==> config.mk <==
export PLATFORM = sky130hd
export DESIGN_NAME = pipe_rca_adder
export DESIGN_NICKNAME = d
export VERILOG_FILES = /design/src/rtl/pipe_rca_adder.sv
export SDC_FILE = /design/constraint.sdc
export NUM_CORES = 1
export LEC_CHECK = 0
export BUFFER_PORTS_ARGS = -buffer_cell sky130_fd_sc_hd__buf_2
export CAP_MARGIN = 0
export CORE_MARGIN = 2
export CORE_UTILIZATION = 30
export DETAILED_ROUTE_END_ITERATION = 8
export GPL_TIMING_DRIVEN = 0
export MAX_ROUTING_LAYER = met4
export PLACE_DENSITY_LB_ADDON = 0.3
export SYNTH_ARGS = -nofsm -noshare
export SYNTH_HDL_FRONTEND = slang
export SYNTH_SLANG_ARGS = --single-unit
export TNS_END_PERCENT = 10
==> constraint.sdc <==
create_clock -name clk -period 1.92 [get_ports clk]
set_clock_uncertainty 0.2 [all_clocks]
set_input_delay 0.384 -clock clk [delete_from_list [all_inputs] [get_ports clk]]
set_output_delay 0.384 -clock clk [all_outputs]
set_load 0.03 [all_outputs]
==> src/rtl/pipe_rca_adder.sv <==
// -----------------------------------------------------------------------------
// pipe_rca_adder
//
// Purpose:
//   Skewed ripple-carry adder pipeline. The WIDTH-bit add is split into
//   STAGES = WIDTH/CHUNK chunks; stage k adds operand chunk k together with
//   the registered carry out of stage k-1 (stage 0 uses ci). Input skew
//   registers delay chunk k by k cycles so it meets its carry. Output deskew
//   registers delay result chunk k by STAGES-1-k cycles so a whole beat
//   leaves together. Latency is STAGES cycles, throughput one beat per cycle.
//
// Parameters:
//   WIDTH     operand / sum width in bits (must be a multiple of CHUNK)
//   CHUNK     bits added per pipeline stage
//
// Ports:
//   clk       clock, all state updates on the rising edge
//   rst_n     asynchronous active-low reset
//   in_valid  operand beat valid
//   in_ready  block accepts a beat this cycle
//   a, b      unsigned operands
//   ci        carry-in
//   out_valid result valid
//   out_ready consumer accepts the result
//   sum       a+b+ci mod 2^WIDTH
//   co        carry-out of a+b+ci
//   ovf       signed overflow (only when PIPE_RCA_OVF_EN is defined)
//
// Handshake: a transfer happens on an edge where valid && ready are both 1.
//   The whole pipeline advances together on adv = !out_valid || out_ready;
//   in_ready is adv, so a stalled output freezes every register and the
//   presented result stays stable until it is taken.
//
// Build option:
//   PIPE_RCA_OVF_EN  adds output ovf (carry into MSB XOR co), aligned with sum.
// -----------------------------------------------------------------------------
module pipe_rca_adder #(
   parameter int WIDTH = 16,
   parameter int CHUNK = 4
) (
   input  logic             clk,
   input  logic             rst_n,
   input  logic             in_valid,
   output logic             in_ready,
   input  logic [WIDTH-1:0] a,
   input  logic [WIDTH-1:0] b,
   input  logic             ci,
   output logic             out_valid,
   input  logic             out_ready,
   output logic [WIDTH-1:0] sum,
   output logic             co
`ifdef PIPE_RCA_OVF_EN
   ,
   output logic             ovf
`endif
);

   localparam int STAGES = WIDTH / CHUNK;

   logic adv;

   // Per-stage views, each element driven from its own generate iteration.
   logic [CHUNK-1:0] a_stg   [STAGES];
   logic [CHUNK-1:0] b_stg   [STAGES];
   logic [CHUNK-1:0] res_out [STAGES];
   logic             stg_carry [STAGES];
   logic             stg_valid [STAGES];

   assign adv      = !out_valid || out_ready;
   assign in_ready = adv;

   for (genvar k = 0; k < STAGES; k++) begin : g_stage
      localparam int DLY_OUT = STAGES - 1 - k;

      logic             cin;
      logic             vin;
      logic [CHUNK:0]   add;
      logic [CHUNK-1:0] res_q;
      logic             carry_q;
      logic             valid_q;

      if (k == 0) begin : g_first
         // Chunk 0 is used in the cycle it is accepted.
         assign a_stg[k] = a[CHUNK-1:0];
         assign b_stg[k] = b[CHUNK-1:0];
         assign cin      = ci;
         assign vin      = in_valid;
      end else begin : g_skew
         // k-deep delay line so chunk k arrives together with carry k-1.
         logic [k-1:0][CHUNK-1:0] a_sk;
         logic [k-1:0][CHUNK-1:0] b_sk;

         always_ff @(posedge clk or negedge rst_n) begin
            if (!rst_n) begin
               a_sk <= '0;
               b_sk <= '0;
            end else if (adv) begin
               a_sk[0] <= a[k*CHUNK +: CHUNK];
               b_sk[0] <= b[k*CHUNK +: CHUNK];
               for (int d = 1; d < k; d++) begin
                  a_sk[d] <= a_sk[d-1];
                  b_sk[d] <= b_sk[d-1];
               end
            end
         end

         assign a_stg[k] = a_sk[k-1];
         assign b_stg[k] = b_sk[k-1];
         assign cin      = stg_carry[k-1];
         assign vin      = stg_valid[k-1];
      end

      // Only CHUNK full-adder bits in this path; the carry leaves registered.
      assign add = {1'b0, a_stg[k]} + {1'b0, b_stg[k]} + {{CHUNK{1'b0}}, cin};

      always_ff @(posedge clk or negedge rst_n) begin
         if (!rst_n) begin
            res_q   <= '0;
            carry_q <= 1'b0;
            valid_q <= 1'b0;
         end else if (adv) begin
            res_q   <= add[CHUNK-1:0];
            carry_q <= add[CHUNK];
            valid_q <= vin;
         end
      end

      assign stg_carry[k] = carry_q;
      assign stg_valid[k] = valid_q;

      if (DLY_OUT > 0) begin : g_deskew
         // Early chunks wait here until the last chunk of their beat is done.
         logic [DLY_OUT-1:0][CHUNK-1:0] dsk;

         always_ff @(posedge clk or negedge rst_n) begin
            if (!rst_n) begin
               dsk <= '0;
            end else if (adv) begin
               dsk[0] <= res_q;
               for (int d = 1; d < DLY_OUT; d++) begin
                  dsk[d] <= dsk[d-1];
               end
            end
         end

         assign res_out[k] = dsk[DLY_OUT-1];
      end else begin : g_no_deskew
         assign res_out[k] = res_q;
      end

      assign sum[k*CHUNK +: CHUNK] = res_out[k];

`ifdef PIPE_RCA_OVF_EN
      if (k == STAGES - 1) begin : g_ovf
         // Carry into the MSB recovered from the MSB's own sum bit.
         logic msb_cin;
         assign msb_cin = a_stg[k][CHUNK-1] ^ b_stg[k][CHUNK-1] ^ add[CHUNK-1];

         always_ff @(posedge clk or negedge rst_n) begin
            if (!rst_n) begin
               ovf <= 1'b0;
            end else if (adv) begin
               ovf <= msb_cin ^ add[CHUNK];
            end
         end
      end
`endif
   end

   assign co        = stg_carry[STAGES-1];
   assign out_valid = stg_valid[STAGES-1];

endmodule

==> results.md, run 1 <==
Synth:
- In the post-synthesis netlist, the cell with the most instances is sky130_fd_sc_hd__nand2_1.
- Of all cell types, the one taking the most synthesized area is sky130_fd_sc_hd__dfrtp_1.
- In the synthesized netlist, the cells that appear most often are sky130_fd_sc_hd__nand2_1 (233), sky130_fd_sc_hd__dfrtp_1 (96), sky130_fd_sc_hd__o21ai_0 (17), sky130_fd_sc_hd__inv_1 (14), sky130_fd_sc_hd__ha_1 (12).
- The number of synthesis warnings is 0.
- Averaged over all synthesized cells, the footprint is 9.31 um^2.
- The most instantiated flip-flop cell in the synthesis netlist is sky130_fd_sc_hd__dfrtp_1.
- The share of synthesized area occupied by flip-flops and latches is 57.1%.
- The number of nets handed over by synthesis was 509.
- Counting flops with an async set or reset pin after synthesis yields a share of 100%.
- After synthesis, the cell types taking the most area are sky130_fd_sc_hd__dfrtp_1 (57%), sky130_fd_sc_hd__nand2_1 (21%), sky130_fd_sc_hd__fa_1 (3.8%).
- Counting flops with a built-in enable in the synthesized netlist gives 0.
- The synthesized cell area is 0.00421 mm^2.
- The top cell type's share of synthesized area is 57.1%.
- After synthesis the netlist holds a flip-flop and latch count of 96.
- Counting every instance in the synthesized netlist gives 452.
- The count of cell types in the netlist is 25.

Detailed routing:
- In the routed layout, each cell is associated on average with a via count of 4.27.
- The DRC violations left is 0.
- The via count of the routed design is 3017.
- The remaining antenna violation count is 0.
- The pre-antenna-repair detailed-routing pass consisted of 4 iterations.
- Wires add up to 8690 um.
- After detailed routing, the average wire length per cell comes to 12.3 um.
- The number of violations reported at the end of detailed-routing iteration 0 is 101.

Placement:
- Prior to clock tree synthesis, the placed netlist has a worst setup slack of -114 ps.
- The count of input and output buffers is 55.
- At the end of routability-driven placement, the weighted congestion stood at 0.749.
- The total half-perimeter wirelength after legalization and detailed placement is 6210 um.
- The number of placed instances, taps included, is 688.

Setup path:
- In this run the register-to-register setup slack is -20 ps.
- The worst register-to-register path begins at a_stg[4]$_DFFE_PN0P_.
- The signal on the critical path passes through fa_2 > fa_2 > a21o_1 > a21oi_2 > a21oi_2.
- The worst register-to-register path ends at g_stage[2].carry_q$_DFFE_PN0P_.
- On the worst path, the slowest cell contributes a delay of 430 ps.
- The cell with the biggest individual delay on the critical path is sky130_fd_sc_hd__fa_2.
- The critical path contains buffers and inverters numbering 0 combined.
- STA classifies the critical path endpoint as a register.
- The kind of cell with the highest combined delay on the critical path is adder cells.
- The startpoint type of the worst setup path is a register.
- Along the worst path, the maximum fanout reaches 2.
- The critical path in this run is classified as register to register.
- For the worst flop-to-flop path, the logic depth is 5.
- For the worst setup path, the data arrival time is 1950 ps.
- The data required time at the worst endpoint is 1940 ps.

Outcome:
- The checks that failed: setup timing.
- The run finished, with violations left.

GRT:
- The via count of the first global-routing pass is 3005.
- The overall track demand over capacity in global routing is 13.2%.
- The initial antenna violation count is 0.
- The first global-routing pass estimated 14700 um of wire.
- Entering global routing, the biggest net connects 60 pins.
- Global routing finished with a remaining overflow of 0.

Die:
- Measured along the y axis, the die boundary spans 122 um.
- In this run the horizontal extent of the chip is 122 um.
- After floorplanning, the core was divided into 43 placement rows.
- The top-level port count is 56.
- The floorplan die area is 0.0150 mm^2.
- For this configuration, the core starts out at a cell density of 30.6%.
- The region available for standard cell placement spans 0.0138 mm^2.

Min path:
- The end point of the worst hold path is g_stage[1].g_skew.a_sk[3]$_DFFE_PN0P_.
- The worst min-delay path startpoint is a[7].
- The number of instances on the worst hold path is 3.
- The path class of the tightest hold or removal check is input port to register.

Cells and area:
- The area growth from synthesis to layout is 21.6%.
- The post-route netlist has 20.5% of its cells at a drive strength greater than 1.
- The total area of multi-input combinational cells is 0.00156 mm^2.
- The repair_antennas step left the layout with diodes totalling 0.
- The total number of nets in the final design is 578.
- After filler insertion, the fill cell instance count of the layout stands at 1475.
- The final standard cell count with taps included and fillers excluded is 706.
- The sequential cell area in the final layout is 0.00240 mm^2.

Timing:
- The number of setup violations in the final report is 1.
- Static timing analysis puts the maximum clock frequency at 0.516 GHz.
- Counting I/O delays and the setup requirement, the final critical path takes 1940 ps.
- In this run the tightest slew margin relative to its limit is 57.9%.
- The tightest hold path in the finished design has a slack of 41.1 ps.
- Summed over all failing endpoints, the final setup total negative slack is -16.3 ps.
- The worst setup margin is -16.3 ps.
- The pin slew with the least headroom to its limit is 632 ps.
- The count of final max-slew check failures is 0.
- Setup repair after global routing could not meet its margin everywhere.
- Dividing the final minimum period by the clock period gives 101%.
- The number of hold violations in the final report is 0.

Job:
- Max-cap violations in this run came to 0.

Pwr:
- Power spread over the standard cell area amounts to 1650 mW/mm^2.
- The leakage component of the power is 2.70 nW.
- The worst-case vdd ir drop is 0.881 mV.

Clocking:
- Clock-pin slew was measured on the worst setup and hold paths at 70 ps.
- The tree is rooted in a sky130_fd_sc_hd__clkbuf_16.
- TritonCTS built the clock tree.
- The number of CTS-inserted buffers is 9.
- Counting every sink on the clock net gives 96.
- The clock latency of the later-clocked register in the worst-skew pair is 340 ps.
- In this run the number of H-tree levels came out at 3.
- No sink is reached through more buffers than the 2 on the longest clock path.
final cells by class:
class	instances	area share [%]
sequential	96	46.9
multi-input combinational	312	30.4
timing repair buffer	59	6.65
clock buffer	12	5.01
tap	180	4.40
buffer	28	4.35
inverter	15	1.20
clock inverter	4	1.03
report_power, final:
| part | switching (W) | total (W) | internal [W] |
|---|---|---|---|
| logic | 0.00190 | 0.00323 | 0.00133 |
| registers | 0.000492 | 0.00340 | 0.00290 |
| clock network | 0.000739 | 0.00182 | 0.00108 |
per-layer routing:
metal,vias to the layer above,part of all wire [%],wire (um),global-route usage (%)
li1,1518,-,-,-
met1,1431,47,4080,16.4
met2,52,48,4160,20.9
met3,16,3.2,281,3.21
met4,0,1.9,165,4.74
met5,-,0,0,-
cell families (layout without fill, tap and decap cells):
kind of cell    Yosys count  after routing  share of synthesized area [%]
flops                    96             96                           57.1
buf+inv                  44            118                           6.60
fa+ha+maj                20             20                           7.37
compound gates           38             38                           5.35
simple gates            250            250                           22.7
xor+xnor                  4              4                          0.833
layout by cell type (no fill, tap or decap), types with 2 or more instances in the layout:
cell,n
sky130_fd_sc_hd__nand2_1,233
sky130_fd_sc_hd__dfrtp_1,96
sky130_fd_sc_hd__buf_2,56
sky130_fd_sc_hd__o21ai_0,17
sky130_fd_sc_hd__inv_1,14
sky130_fd_sc_hd__buf_4,12
sky130_fd_sc_hd__ha_1,12
sky130_fd_sc_hd__nor2_1,10
sky130_fd_sc_hd__clkbuf_16,9
sky130_fd_sc_hd__clkbuf_1,8
sky130_fd_sc_hd__buf_6,7
sky130_fd_sc_hd__a21oi_2,7
sky130_fd_sc_hd__a21o_1,4
sky130_fd_sc_hd__a21oi_1,4
sky130_fd_sc_hd__fa_2,4
sky130_fd_sc_hd__fa_1,4
sky130_fd_sc_hd__nor2b_1,3
sky130_fd_sc_hd__xor2_1,3
sky130_fd_sc_hd__clkinvlp_4,3
sky130_fd_sc_hd__buf_8,2
sky130_fd_sc_hd__o21ai_1,2
sky130_fd_sc_hd__o21a_1,2
sky130_fd_sc_hd__clkbuf_8,2
worst max-delay path by stage:
stage	from	end	slack [ps]	depth (start not counted)
floorplan	a_stg[4]$_DFFE_PN0P_	g_stage[2].carry_q$_DFFE_PN0P_	40	5
global placement	rst_n	sum[6]$_DFFE_PN0P_	-720	1
detailed placement	a_stg[4]$_DFFE_PN0P_	g_stage[2].carry_q$_DFFE_PN0P_	-110	5
CTS	g_stage[1].carry_q$_DFFE_PN0P_	g_stage[2].carry_q$_DFFE_PN0P_	-30	5
global route	a_stg[4]$_DFFE_PN0P_	g_stage[2].carry_q$_DFFE_PN0P_	-70	5
finish	a_stg[4]$_DFFE_PN0P_	g_stage[2].carry_q$_DFFE_PN0P_	-20	5
worst min-delay path, cell delays in order:
cell,delay (ps)
sky130_fd_sc_hd__buf_2,80
sky130_fd_sc_hd__nand2_1,40
sky130_fd_sc_hd__nand2_1,50
state kept, by name, summed over array words and instances, names as in the netlist, 8 cells and up:
name and cells:
g_stage.g_skew.b_sk 16, g_stage.res_q 16, sum 8, g_stage.g_skew.a_sk 16
g_stage.g_deskew.dsk 16, b_stg 8, a_stg 8
timing repair:
action / in CTS / in global routing
endpoints found under the hold margin: 37 / 0
pin swaps: 5 / 1
hold buffers: 1 / 0
resized for setup: 9 / 7
buffers inserted: 2 / 0
endpoints found under the setup margin: 3 / 6
cloned: 0 / 0
per-stage QoR:
stage / util [%] / instance area (um^2) / power, W
global placement: 34.2 / 4710 / 0.00648
floorplan: - / 4210 / 0.00568
detailed placement: 34.4 / 4740 / 0.00658
global route: 37.2 / 5120 / 0.00919
finish: 37.2 / 5120 / 0.00844
CTS: 37.0 / 5090 / 0.00854
No activity file was read; power rests on OpenSTA's default activity.
==> inputs of run 2 (changes only) <==
Settings changed: PLACE_DENSITY_LB_ADDON 0.3 to unset, RECOVER_POWER set to 25.
==> run 2 against run 1 <==
The run now ends clean. Non-clock buffer count rose by 1. Die area did not move. Combinational power fell by 1%. Setup slack improved by 46 ps. Flip-flop and latch count did not move. Global-route usage rose by 0.25 points. Worst hold slack got worse by 4.3 ps. Critical endpoint unchanged. Largest power group unchanged.
==> results.md, run 2 (synthesis results as in run 1) <==
Timing:
- The worst hold margin was 36.8 ps (-4.33 ps).
- The number of hold violations in the final report is 0 (unchanged).
- The worst relative slew slack is 61.5% (+3.6 points).
- Setup repair after global routing could not meet its margin everywhere.
- The pin slew with the least headroom to its limit is 578 ps (-53.6 ps).
- The worst setup margin came to 29.7 ps (+46.0 ps).
- The count of final max-slew check failures is 0 (unchanged).
- The number of setup violations in the final report was 0 (-1).
- The achievable frequency is 0.529 GHz (+2.4%).
- The final period demand of the worst path is 1890 ps (-46.0 ps).
- The ratio of final minimum period to clock period was 98.5% (-2.4 points).
- The setup total negative slack was 0 ps (+16.3 ps).

Clocking:
- The number of CTS-inserted buffers is 9 (unchanged).
- The clock-pin slew reported for the worst setup and hold paths after clock tree synthesis is 70 ps (about the same).
- The clock latency of the later-clocked register in the worst-skew pair is 340 ps (about the same).
- The CTS sink count was 96 (unchanged).
- The depth of the CTS H-tree is 3 (unchanged).
- TritonCTS built the clock tree.
- The clock tree buffer depth is 2 (unchanged).
- The root buffer cell chosen for the clock tree is sky130_fd_sc_hd__clkbuf_16.

Die:
- The starting utilization of the core area is 30.6% (unchanged).
- The top-level port count is 56 (unchanged).
- The floorplan die area came to 0.0150 mm^2 (unchanged).
- The area of the placeable core is 0.0138 mm^2 (unchanged).
- The cell row count is 43 (unchanged).
- The width of the die is 122 um (unchanged).
- The height of the chip was 122 um (unchanged).

Outcome:
- The flow ran to the end, and the final reports show no timing, DRC or antenna violations.

Setup path:
- The arrival time of the worst setup path is 1910 ps (-40 ps).
- The most used cell along the critical path is sky130_fd_sc_hd__fa_2.
- The signal on the critical path passes through fa_2 > fa_2 > a21o_1 > a21oi_2 > a21oi_1.
- The data required time at the worst endpoint is 1940 ps (about the same).
- The stage delay of the slowest cell on the critical path is 420 ps (about the same).
- On the critical path, the stage with the largest delay is an instance of sky130_fd_sc_hd__fa_2.
- The cell family contributing the most delay on the critical path is adder cells.
- The type of the worst setup path is register to register.
- The buffers plus inverters on the worst setup path is 0 (unchanged).
- The largest fanout on the critical path came to 2 (unchanged).
- The kind of end point of the critical path is a register.
- STA classifies the critical path startpoint as a register.

GRT:
- The total global routing overflow is 0 (unchanged).
- The pin count of the biggest net entering global routing is 57 (-5.0%).
- The via count of the first global-routing pass is 3086 (+2.7%).
- The overall track demand over capacity in global routing is 13.4% (+0.25 points).
- The global-route wire length before repair came to 15100 um (+2.9%).
- The initial antenna violation count is 0 (unchanged).

Job:
- The max-cap check violation count came to 0 (unchanged).

Pwr:
- The leakage component of the power is 2.71 nW (+0.26%).
- The ratio of total power to cell area is 1680 mW/mm^2 (+1.7%).
- The worst-case vdd ir drop is 0.466 mV (-47%).

Detailed routing:
- The vias per cell came to 4.29 (+0.29%).
- The DRC violations left is 0 (unchanged).
- The total iterations of the first detailed-routing run is 4 (unchanged).
- The detailed-route wire length is 8910 um (+2.6%).
- The via count of the routed design is 3030 (+0.43%).
- The remaining antenna violation count is 0 (unchanged).
- The number of violations reported at the end of detailed-routing iteration 0 is 140 (+39%).
- The detailed-route wire length per cell is 12.6 um (+2.5%).

Placement:
- The area after detailed placement was 0.00474 mm^2 (unchanged).
- The total half-perimeter wirelength after legalization and detailed placement is 6350 um (+2.2%).
- The worst setup timing slack at the placement stage is -92.3 ps (+21.3 ps).
- The count of input and output buffers is 55 (unchanged).
- The placer congestion estimate is 0.781 (+4.3%).

Cells and area:
- The number of diodes is 0 (unchanged).
- The total number of nets in the final design is 579 (+0.17%).
- The library cell used most frequently in the layout, excluding fill and tap cells, is sky130_fd_sc_hd__nand2_1.
- Leaving out fill and tap cells, the most frequent cells in the layout are sky130_fd_sc_hd__nand2_1 (233), sky130_fd_sc_hd__dfrtp_1 (96), sky130_fd_sc_hd__buf_2 (51).
- The share of layout cells above drive strength 1 is 18.8% (-1.7 points).
- The area growth from synthesis to layout is 21.6% (about the same).
- The cell area after layout was 0.00512 mm^2 (about the same).

Min path:
- The class of the most critical hold timing path is input port to register.
-- run 2: cell types whose count changed in the layout (fill, tap and decap cells not counted), moves of 2 or more --
cell                         previous run  this run
sky130_fd_sc_hd__buf_2                 56        51
sky130_fd_sc_hd__clkinvlp_4             3         0
sky130_fd_sc_hd__clkbuf_1               8        14
sky130_fd_sc_hd__a21oi_2                7         5
sky130_fd_sc_hd__a21oi_1                4         6
sky130_fd_sc_hd__buf_6                  7         9
sky130_fd_sc_hd__buf_8                  2         0
-- run 2: worst reg2reg max path: stages (launching register included) --
cell and delay, ps:
sky130_fd_sc_hd__dfrtp_1 400, sky130_fd_sc_hd__fa_2 420, sky130_fd_sc_hd__fa_2 360, sky130_fd_sc_hd__a21o_1 190
sky130_fd_sc_hd__a21oi_2 120, sky130_fd_sc_hd__a21oi_1 70
-- run 2: per-stage QoR --
step / utilization [%] / power (W) / std cells
detailed placement: 34.4 / 0.00660 / 688
floorplan: - / 0.00568 / 452
global route: 37.2 / 0.00929 / 707
finish: 37.2 / 0.00859 / 707
CTS: 37.2 / 0.00870 / 707
global placement: 34.2 / 0.00646 / 687
-- run 2: final timing paths --
kind                            slack (ps)                                      to                              startpoint  cells after the start
worst max-delay path                    30          g_stage[2].carry_q$_DFFE_PN0P_                    a_stg[4]$_DFFE_PN0P_                      5
max in group asynchronous              490  g_stage[2].g_deskew.dsk[3]$_DFFE_PN0P_                                   rst_n                      3
worst max register to register          30          g_stage[2].carry_q$_DFFE_PN0P_                    a_stg[4]$_DFFE_PN0P_                      5
worst min-delay path                    40   g_stage[3].g_skew.a_sk[2]$_DFFE_PN0P_                                   a[14]                      3
min in group asynchronous              380  g_stage[1].g_deskew.dsk[0]$_DFFE_PN0P_                                   rst_n                      2
worst min register to register         260  g_stage[2].g_deskew.dsk[0]$_DFFE_PN0P_  g_stage[2].g_deskew.dsk[0]$_DFFE_PN0P_                      2
-- run 2: layout make-up --
type	count	area (um^2)
clock inverters	2	60.1
clock buffers	14	274
repair buffers	60	338
well taps	180	225
fillers	1450	8650
multi-input cells	312	1540
plain buffers	28	216
inverters	15	58.8
flip-flops and latches	96	2400
-- run 2: what timing repair did --
| item | CTS | global route |
|---|---|---|
| hold endpoints to repair | 40 | 0 |
| hold buffers | 1 | 0 |
| pin swaps | 5 | 2 |
| resized for setup | 7 | 3 |
| setup buffers | 3 | 0 |
| setup endpoints to repair | 2 | 6 |
-- run 2: power by group --
group          total [W]  switching (W)  internal, W
Sequential       0.00340       0.000495      0.00291
Combinational    0.00319        0.00189      0.00130
Clock            0.00200       0.000746      0.00125
-- run 2: layer usage --
| metal | track usage (%) | vias up | wire [um] |
|---|---|---|---|
| li1 | - | 1525 | - |
| met4 | 5.17 | 0 | 144 |
| met1 | 16.5 | 1451 | 4130 |
| met2 | 22.0 | 41 | 4340 |
| met3 | 2.42 | 13 | 301 |
| met5 | - | - | 0 |
==> inputs of run 3 (changes only) <==
Clock period 1.92 ns to 1.65 ns, I/O delays scaled along.
==> run 3 against run 2 <==
The run now ends with setup timing left. Die area stayed put. Combinational power grew 29%. Sequential power grew 17%. Core utilization increased by 1.9 points. Critical path type unchanged. Largest cell class unchanged. Highest routed layer unchanged.
==> results.md, run 3 (synthesis results as in run 1) <==
Pwr:
- The ratio of total power to cell area is 1860 mW/mm^2 (+11%).
- The leakage component of the power was 2.82 nW (+4.3%).
- The power consumption was 0.0100 W (+17%).
- The worst-case vdd ir drop is 0.549 mV (+18%).

Cells and area:
- The most frequent standard cell in the layout excluding fill and tap cells is sky130_fd_sc_hd__nand2_1.
- The total area of multi-input combinational cells was 0.00160 mm^2 (+3.5%).
- From synthesis to final layout, the design area changed by 28.0%.
- The number of diodes was 0 (unchanged).
- The share of layout cells above drive strength 1 is 24.9% (+6.1 points).
- In the layout the commonest cells are sky130_fd_sc_hd__nand2_1 (223), sky130_fd_sc_hd__dfrtp_1 (96), sky130_fd_sc_hd__buf_2 (55).
- The total number of nets in the final design came to 603 (+4.1%).
- The sequential cell area in the final layout is 0.00240 mm^2 (unchanged).
- The number of filler cells placed in the layout is 1436 (-0.97%).
- The core utilization of the finished layout is 39.1% (+1.9 points).

Min path:
- The number of instances on the worst hold path is 3 (unchanged).
- In this run the most critical hold path is launched from b[4].
- The end point of the worst hold path is g_stage[1].g_skew.b_sk[0]$_DFFE_PN0P_.
- The min-delay analysis places its worst path in the category input port to register.

Die:
- The floorplan die area is 0.0150 mm^2 (unchanged).
- The cell row count is 43 (unchanged).
- The starting utilization of the core area is 30.6% (unchanged).
- The width of the die is 122 um (unchanged).
- The top-level port count is 56 (unchanged).
- The area of the placeable core was 0.0138 mm^2 (unchanged).
- The height of the chip is 122 um (unchanged).

Outcome:
- The flow ran to the end, but the final reports show violations.
- The checks that failed: setup timing.

Placement:
- The count of input and output buffers came to 55 (unchanged).
- The placer congestion estimate came to 0.754 (-3.4%).
- The total half-perimeter wirelength after legalization and detailed placement was 6360 um (+0.17%).

Setup path:
- The largest fanout on the critical path is 2 (unchanged).
- The worst-case register-to-register setup slack is -240 ps (-260 ps).
- The worst register-to-register path ends at g_stage[2].carry_q$_DFFE_PN0P_.
- The logic depth of the worst register-to-register path is 5 (unchanged).
- The stage delay of the slowest cell on the critical path is 410 ps (about the same).
- The startpoint type of the worst setup path is a register.
- In this run the critical register-to-register path is launched from a_stg[4]$_DFFE_PN0P_.
- The data required time at the worst endpoint is 1690 ps (-250 ps).
- The arrival time of the worst setup path was 1920 ps (about the same).
- In this design, the largest share of critical-path delay is due to adder cells.
- The buffers plus inverters on the worst setup path is 0 (unchanged).
- The worst setup path is of the register to register kind.
- The slowest stage of the critical path is the sky130_fd_sc_hd__dfrtp_1 cell.
- The signal on the critical path passes through fa_2 > fa_2 > a21o_1 > a21oi_2 > a21oi_2.
- The kind of end point of the critical path is a register.

Clocking:
- The root buffer selected by CTS is sky130_fd_sc_hd__clkbuf_16.
- The clock-pin slew reported for the worst setup and hold paths after clock tree synthesis is 70 ps (about the same).
- The clock tree buffer depth was 2 (unchanged).
- TritonCTS built the clock tree.
- The number of CTS-inserted buffers is 9 (unchanged).
- The depth of the CTS H-tree came to 3 (unchanged).
- The clock latency of the later-clocked register in the worst-skew pair is 340 ps (about the same).
- The CTS sink count is 96 (unchanged).

Detailed routing:
- The vias per cell is 4.24 (-1.1%).
- The detailed-route wire length is 8960 um (+0.47%).
- Signal routing reaches up to met4.
- The total iterations of the first detailed-routing run came to 4 (unchanged).
- The met3 wirelength from detailed routing is 389 um (+29%).
- The via count of the routed design was 3098 (+2.2%).
- The number of violations reported at the end of detailed-routing iteration 0 is 202 (+44%).
- The detailed route wirelength on metal2 came to 4130 um (-4.7%).
- The DRC violations left came to 0 (unchanged).
- The detailed-route wire length per cell is 12.3 um (-2.8%).
- The met1 wire length came to 4270 um (+3.4%).
- The remaining antenna violation count was 0 (unchanged).

Timing:
- The achievable frequency was 0.530 GHz (+0.27%).
- The pin slew with the least headroom to its limit is 856 ps (+278 ps).
- The ratio of final minimum period to clock period came to 114% (+16 points).
- The worst setup margin is -235 ps (-265 ps).
- Setup repair after global routing could not meet its margin everywhere.
- The worst hold margin is 7.80 ps (-29.0 ps).
- The final period demand of the worst path is 1890 ps (-5.06 ps).
- The number of hold violations in the final report was 0 (unchanged).
- The worst relative slew slack is 42.9% (-19 points).
- The count of final max-slew check failures is 0 (unchanged).
- The setup total negative slack was -887 ps (-887 ps).
- The number of setup violations in the final report is 11 (+11).

GRT:
- The total global routing overflow is 0 (unchanged).
- The overall track demand over capacity in global routing is 13.6% (+0.15 points).
- The pin count of the biggest net entering global routing is 62 (+8.8%).
- The initial antenna violation count was 0 (unchanged).
- The global-route wire length before repair is 15200 um (+0.73%).
- The via count of the first global-routing pass came to 3157 (+2.3%).

Job:
- The max-cap check violation count is 0 (unchanged).
## run 3: power breakdown
part | switching, W | total [W] | internal (W)
Sequential | 0.000589 | 0.00397 | 0.00338
Clock | 0.000880 | 0.00195 | 0.00107
Combinational | 0.00233 | 0.00411 | 0.00179
## run 3: layout make-up
cell class / count / area share (%)
buffer: 27 / 4.20
clock buffer: 12 / 4.58
clock inverter: 4 / 0.534
inverter: 15 / 1.09
multi-input combinational: 312 / 29.7
sequential: 96 / 44.6
tap: 180 / 4.18
timing repair buffer: 85 / 11.1
## run 3: per-stage QoR
| stage | worst slack [ps] | instance area, um^2 | instances |
|---|---|---|---|
| 3_5_place_dp | -377 | 4740 | 688 |
| 5_1_grt | -284 | 5390 | 731 |
| 3_3_place_gp | -899 | 4710 | 687 |
| 6_report | -235 | 5390 | 731 |
| 2_1_floorplan | -156 | 4210 | 452 |
| 4_1_cts | -269 | 5290 | 727 |
## run 3: per-layer routing
layer	track usage, %	vias to the layer above
met5	-	-
met4	5.39	0
met3	2.97	13
met2	20.6	56
met1	17.8	1458
li1	-	1571
## run 3: worst max-delay path by stage
stage                                   startpoint                        endpoint  slack, ps  depth (start not counted)
CTS                           a_stg[4]$_DFFE_PN0P_  g_stage[2].carry_q$_DFFE_PN0P_       -270                          5
global route                  a_stg[4]$_DFFE_PN0P_  g_stage[2].carry_q$_DFFE_PN0P_       -280                          5
detailed placement  g_stage[1].carry_q$_DFFE_PN0P_  g_stage[2].carry_q$_DFFE_PN0P_       -380                          5
floorplan           g_stage[1].carry_q$_DFFE_PN0P_  g_stage[2].carry_q$_DFFE_PN0P_       -160                          5
finish                        a_stg[4]$_DFFE_PN0P_  g_stage[2].carry_q$_DFFE_PN0P_       -240                          5
global placement                             rst_n           out_valid$_DFFE_PN0P_       -900                          1
## run 3: timing repair
item,in CTS,in global routing
setup endpoints to repair,13,67
hold buffers,18,1
cloned,0,0
gates resized for setup,18,40
endpoints found under the hold margin,52,1
setup buffers,5,5
pin swaps,5,11
## run 3: worst min-delay path, delay by kind of cell
kind	cells	cell delay, ps
AOI/OAI and AO/OA	1	50
buffers and inverters	1	90
and+or+nand+nor	1	40
